### config.mk
export PLATFORM = sky130hd
export DESIGN_NAME = pixel_board_driver
export DESIGN_NICKNAME = d
export VERILOG_FILES = /design/src/rtl/pixel_pkg.sv /design/src/rtl/pixel_board_driver_row_scanner.sv /design/src/rtl/pixel_board_driver.sv
export SDC_FILE = /design/constraint.sdc
export NUM_CORES = 1
export LEC_CHECK = 0
export ABC_AREA = 1
export CAP_MARGIN = 25
export CORE_MARGIN = 5
export CORE_UTILIZATION = 45
export DETAILED_ROUTE_END_ITERATION = 16
export GPL_ROUTABILITY_DRIVEN = 0
export GPL_TIMING_DRIVEN = 0
export PLACE_DENSITY_LB_ADDON = 0.08
export SYNTH_ARGS = -nofsm -noshare
export SYNTH_HDL_FRONTEND = slang
export SYNTH_SLANG_ARGS = --single-unit
### constraint.sdc
create_clock -name clk -period 2.7 [get_ports clk]
set_clock_uncertainty 0.2 [all_clocks]
set_input_delay 0.27 -clock clk [delete_from_list [all_inputs] [get_ports clk]]
set_output_delay 0.27 -clock clk [all_outputs]
set_load 0.02 [all_outputs]
### src/rtl/pixel_pkg.sv
// Shared types for the pixel board driver: board layout and FSM states.
`timescale 1ns/1ps
package pixel_pkg;
  localparam int BOARD_DIM = 8;

  typedef logic [BOARD_DIM-1:0][BOARD_DIM-1:0] board_t;

  typedef enum logic [1:0] {
    IDLE = 2'd0,
    STEP = 2'd1,
    HOLD = 2'd2
  } drv_state_e;
endpackage

### src/rtl/pixel_board_driver_row_scanner.sv
// Matrix row scanner: one-hot row rotation every SCAN_CYCLES plus the row data mux.
`timescale 1ns/1ps
module row_scanner
  import pixel_pkg::*;
#(
  parameter int SCAN_CYCLES = 50_000
) (
  input  logic                 clk,
  input  logic                 reset,
  input  board_t               board,
  output logic [BOARD_DIM-1:0] row_select,
  output logic [BOARD_DIM-1:0] row_data
);
  localparam int SW = (SCAN_CYCLES > 1) ? $clog2(SCAN_CYCLES) : 1;

  logic [SW-1:0] scan_cnt;

  always_ff @(posedge clk) begin
    if (reset) begin
      scan_cnt   <= '0;
      row_select <= BOARD_DIM'(1);
    end else if (scan_cnt == SW'(SCAN_CYCLES - 1)) begin
      scan_cnt   <= '0;
      row_select <= {row_select[BOARD_DIM-2:0], row_select[BOARD_DIM-1]};
    end else begin
      scan_cnt <= scan_cnt + 1'b1;
    end
  end

  // Combinational so a fresh commit appears on the active row immediately.
  always_comb begin
    row_data = '0;
    for (int i = 0; i < BOARD_DIM; i++)
      if (row_select[i]) row_data = row_data | board[i];
  end
endmodule

### src/rtl/pixel_board_driver.sv
// Key-to-step FSM with auto-repeat, single-lit-pixel board register and matrix scan.
`timescale 1ns/1ps
module pixel_board_driver
  import pixel_pkg::*;
#(
  parameter int REPEAT_CYCLES = 25_000_000,
  parameter int SCAN_CYCLES   = 50_000,
  parameter int START_X       = 0,
  parameter int START_Y       = 0
) (
  input  logic                 clk,
  input  logic                 reset,
  input  logic                 l_key,
  input  logic                 r_key,
  input  logic [7:0]           next_x,
  input  logic [7:0]           next_y,
  output logic                 l,
  output logic                 r,
  output board_t               pixel_board,
  output logic [BOARD_DIM-1:0] row_select,
  output logic [BOARD_DIM-1:0] row_data
);
  localparam int RW = (REPEAT_CYCLES > 1) ? $clog2(REPEAT_CYCLES) : 1;
  localparam logic [2:0] SX = 3'(START_X);
  localparam logic [2:0] SY = 3'(START_Y);

  drv_state_e    state;
  logic [RW-1:0] rpt_cnt;
  logic          step_left;   // which key owns the current press
  logic          held, other;

  assign held  = step_left ? l_key : r_key;
  assign other = step_left ? r_key : l_key;

  always_ff @(posedge clk) begin
    if (reset) begin
      state       <= IDLE;
      rpt_cnt     <= '0;
      step_left   <= 1'b0;
      l           <= 1'b0;
      r           <= 1'b0;
      pixel_board <= '0;
      pixel_board[SY][SX] <= 1'b1;
    end else begin
      case (state)
        IDLE: if (l_key ^ r_key) begin
          state     <= STEP;
          step_left <= l_key;
          l         <= l_key;
          r         <= r_key;
        end
        STEP: begin
          l       <= 1'b0;
          r       <= 1'b0;
          state   <= HOLD;
          rpt_cnt <= RW'(REPEAT_CYCLES - 1);
          // Out-of-range answers keep the old pixel so one bit always stays lit.
          if (next_x < 8'(BOARD_DIM) && next_y < 8'(BOARD_DIM)) begin
            pixel_board <= '0;
            pixel_board[next_y[2:0]][next_x[2:0]] <= 1'b1;
          end
        end
        HOLD: begin
          if (!held || other) begin
            state <= IDLE;
          end else if (rpt_cnt == '0) begin
            state <= STEP;
            l     <= step_left;
            r     <= !step_left;
          end else begin
            rpt_cnt <= rpt_cnt - 1'b1;
          end
        end
        default: state <= IDLE;
      endcase
    end
  end

  row_scanner #(.SCAN_CYCLES(SCAN_CYCLES)) u_scan (
    .clk        (clk),
    .reset      (reset),
    .board      (pixel_board),
    .row_select (row_select),
    .row_data   (row_data)
  );
endmodule
==> impl_metrics.csv <==
group,metric,value,unit
clock_network,clk_pin_slew,0.05,ns
hold_path,hp-start,"u_scan.scan_cnt[0]$_SDFF_PP0_",
synth,synth.avg_cell_area,6.575,sq um
die,start_util,0.4573,
route,num_vias,6457,
final_layout,mostFrequentLayoutCells,"nor2_1, nand2_1, dfxtp_1",
die,io_pins,102,
pwr,total_power,7.241,mW
synth,synth_nets,948,
final_layout,area_delta_synth_final,31.20,%
pwr,p_leak,3.115,nW
global_routing,grt-ovfl-total,0,
worst_setup_path,crit_fanout,10,
synth,async_flop_share,0,
worst_setup_path,endpoint_kind,"output port",
die,dieArea,15880,sq um
final_layout,fin_cells,1227,
clock_network,postCtsSetupBuffers,0,
worst_setup_path,worstPathArrival,2.13,ns
timing,finalSetupViolCount,0,
clock_network,cts_sinks,118,
synth,synth.area.top_cells,"dfxtp_1, nor2_1, nand2_1, nand3_1, o21ai_0",
worst_setup_path,reg2reg_slack,0.41,ns
die,die_w,126.0,um
final_layout,final_common_cell,"nor2_1",
worst_setup_path,reg2reg_depth,10,
final_layout,antenna_cells,0,
timing,finalSetupTns,0,ns
worst_setup_path,start_kind,"flop",
timing,hold_violations,0,
timing,slew_headroom,0.5833,
worst_setup_path,r2r_start,"state[0]$_SDFFE_PP0P_",
route,drc,0,
hold_path,min_path_type,"reg -> reg",
global_routing,grt_max_degree,17,
worst_setup_path,timing.critical_path.to,"row_data[4]",
final_layout,fillCellCount,1305,
final_layout,drive_above_1_share,0.07992,
synth,netlist_area,6056,sq um
worst_setup_path,critPathRequiredTime,2.23,ns
die,die_h,126.0,um
placement,place_hpwl,13950,um
worst_setup_path,path_class,"reg -> out",
clock_network,cts-hold-fix-buffers,0,
global_routing,grt_pass1_vias,5879,
clock_network,ctsLongestPathBuffers,2,
synth,ys.flop_type,"dfxtp_1",
synth,yosysSeqAreaShare,0.3901,
timing,rsz0062_at_grt,"false",
synth,synthCells,921,
global_routing,antenna_found_initial,0,
clock_network,clockRootBuffer,"clkbuf_16",
worst_setup_path,cp-startpoint,"u_scan.row_select[6]$_SDFFE_PP0P_",
die,placementRows,42,
global_routing,grt_pass1_wl,30650,um
placement,portBuffers,101,
timing,period_needed,2.596,ns
route,avgViaCountPerCell,5.262,
clock_network,cts_buffers,17,
flow_run,maxCapViolCount,0,
clock_network,htreeDepth,4,
route,drt_iter0_markers,591,
timing,finalCritPeriodShare,0.9614,
pwr,cellPowerDensity,911.4,nW/um^2
final_layout,nNetsFinal,1065,
worst_setup_path,r2r-end,"pixel_board[30]$_SDFFE_PP0P_",
clock_network,clk_latency,0.41,ns
synth,ys_types,40,
route,antenna_left,0,
global_routing,grt_util_all_layers,0.2418,
timing,tightest_slew,0.6250,ns
pwr,irDropWorstVdd,0.0006802,V
route,wire_per_inst,15.98,um
outcome,status,"finished clean",
die,coreArea,13240,sq um
clock_network,cts_tree,"done",
synth,synth_edf_count,0,
synth,netlist.area_leader.share,0.3901,
synth,synth-warning-count,0,
placement,dp.cells,1198,
synth,ys_ff_latch,118,
route,drt-total-wl,19610,um
route,first_pass_iters,5,
synth,synth_top_area_cell,"dfxtp_1",
final_layout,final_util,0.6000,
timing,drv_slew,0,
timing,max_freq,0.3852,GHz
==> area by class of cell <==
cell class	count	area, sq um	area share
Tap cell	176	220.2	0.02772
Buffer	39	195.2	0.02457
Clock inverter	7	115.1	0.01449
Multi-Input combinational cell	706	3312	0.4169
Sequential cell	118	2364	0.2975
Clock buffer	25	515.5	0.06488
Timing Repair Buffer	101	1017	0.1280
Inverter	55	206.4	0.02598
==> critical path, cell delays in order (launching register included) <==
cell,delay (ns)
dfxtp_1,0.31
clkbuf_2,0.23
a22o_1,0.26
a221oi_1,0.24
nand2_1,0.12
clkdlybuf4s50_1,0.55
==> through the flow <==
stage | hold WS, ns | area, sq um | worst slack (ns)
2_1_floorplan | 0.2176 | 6056 | 0.7819
3_3_place_gp | 0.2292 | 7287 | 0.2352
3_5_place_dp | 0.2607 | 7287 | 0.2167
4_1_cts | 0.2683 | 7931 | 0.02680
6_report | 0.2593 | 7945 | 0.1042
5_1_grt | 0.2970 | 7945 | 0.02465
==> Yosys cell counts, types with 2 or more instances <==
| library cell | n |
|---|---|
| nand2_4 | 3 |
| a221oi_1 | 11 |
| nand2_1 | 156 |
| o21ai_0 | 66 |
| nand4_1 | 14 |
| xor2_1 | 4 |
| nor2_2 | 4 |
| nor4_1 | 2 |
| buf_6 | 4 |
| dfxtp_1 | 118 |
| a22o_1 | 3 |
| ha_1 | 7 |
| nor3_1 | 9 |
| buf_2 | 10 |
| clkbuf_1 | 27 |
| nor2_1 | 267 |
| o21ai_1 | 10 |
| nand3b_1 | 2 |
| xnor2_1 | 4 |
| a21oi_1 | 31 |
| inv_1 | 52 |
| nand2_2 | 3 |
| or2_1 | 2 |
| a21oi_2 | 5 |
| clkinv_1 | 2 |
| nand3_1 | 82 |
| nor2_4 | 2 |
| or2_2 | 8 |
| nand3_2 | 2 |
==> power by group <==
group / internal (mW) / switching (mW) / leakage (nW)
combinational: 0.966 / 1.76 / 1.85
clock: 1.60 / 0.796 / 0.306
sequential: 1.92 / 0.200 / 0.955
total: 4.48 / 2.76 / 3.12
==> state kept, by name, summed over array words and instances, names as in the netlist <==
name / cells
state: 2
pixel_board: 64
u_scan.scan_cnt: 16
l: 1
rpt_cnt: 25
r: 1
step_left: 1
u_scan.row_select: 8
==> cell families after synthesis <==
| family | synth area share |
|---|---|
| compound gates | 0.1246 |
| xor+xnor | 0.01157 |
| fa+ha+maj | 0.01446 |
| buf+inv | 0.06715 |
| flops | 0.3901 |
| simple gates | 0.3921 |
==> how the worst min path moves through the flow <==
| stage | endpoint | depth (start not counted) |
|---|---|---|
| CTS | u_scan.scan_cnt[0]$_SDFF_PP0_ | 1 |
| finish | u_scan.scan_cnt[0]$_SDFF_PP0_ | 1 |
| global route | r$_SDFFE_PP0P_ | 2 |
| detailed placement | u_scan.scan_cnt[0]$_SDFF_PP0_ | 1 |
| global placement | u_scan.scan_cnt[0]$_SDFF_PP0_ | 1 |
| floorplan | u_scan.scan_cnt[0]$_SDFF_PP0_ | 1 |
==> layer usage <==
metal | global-route usage | vias to the layer above | share of wire
met4 | 0.06120 | 0 | 0.015
met3 | 0.06605 | 21 | 0.078
met2 | 0.3734 | 248 | 0.44
met1 | 0.3361 | 2960 | 0.46
met5 | 0 | - | 0
li1 | - | 3228 | -
==> repair_timing <==
item,4_1_cts,5_1_grt
cloned,0,0
endpoints found under the setup margin,8,6
pin swaps,0,0
gates resized for setup,10,7
(Power assumes the default switching activity.)
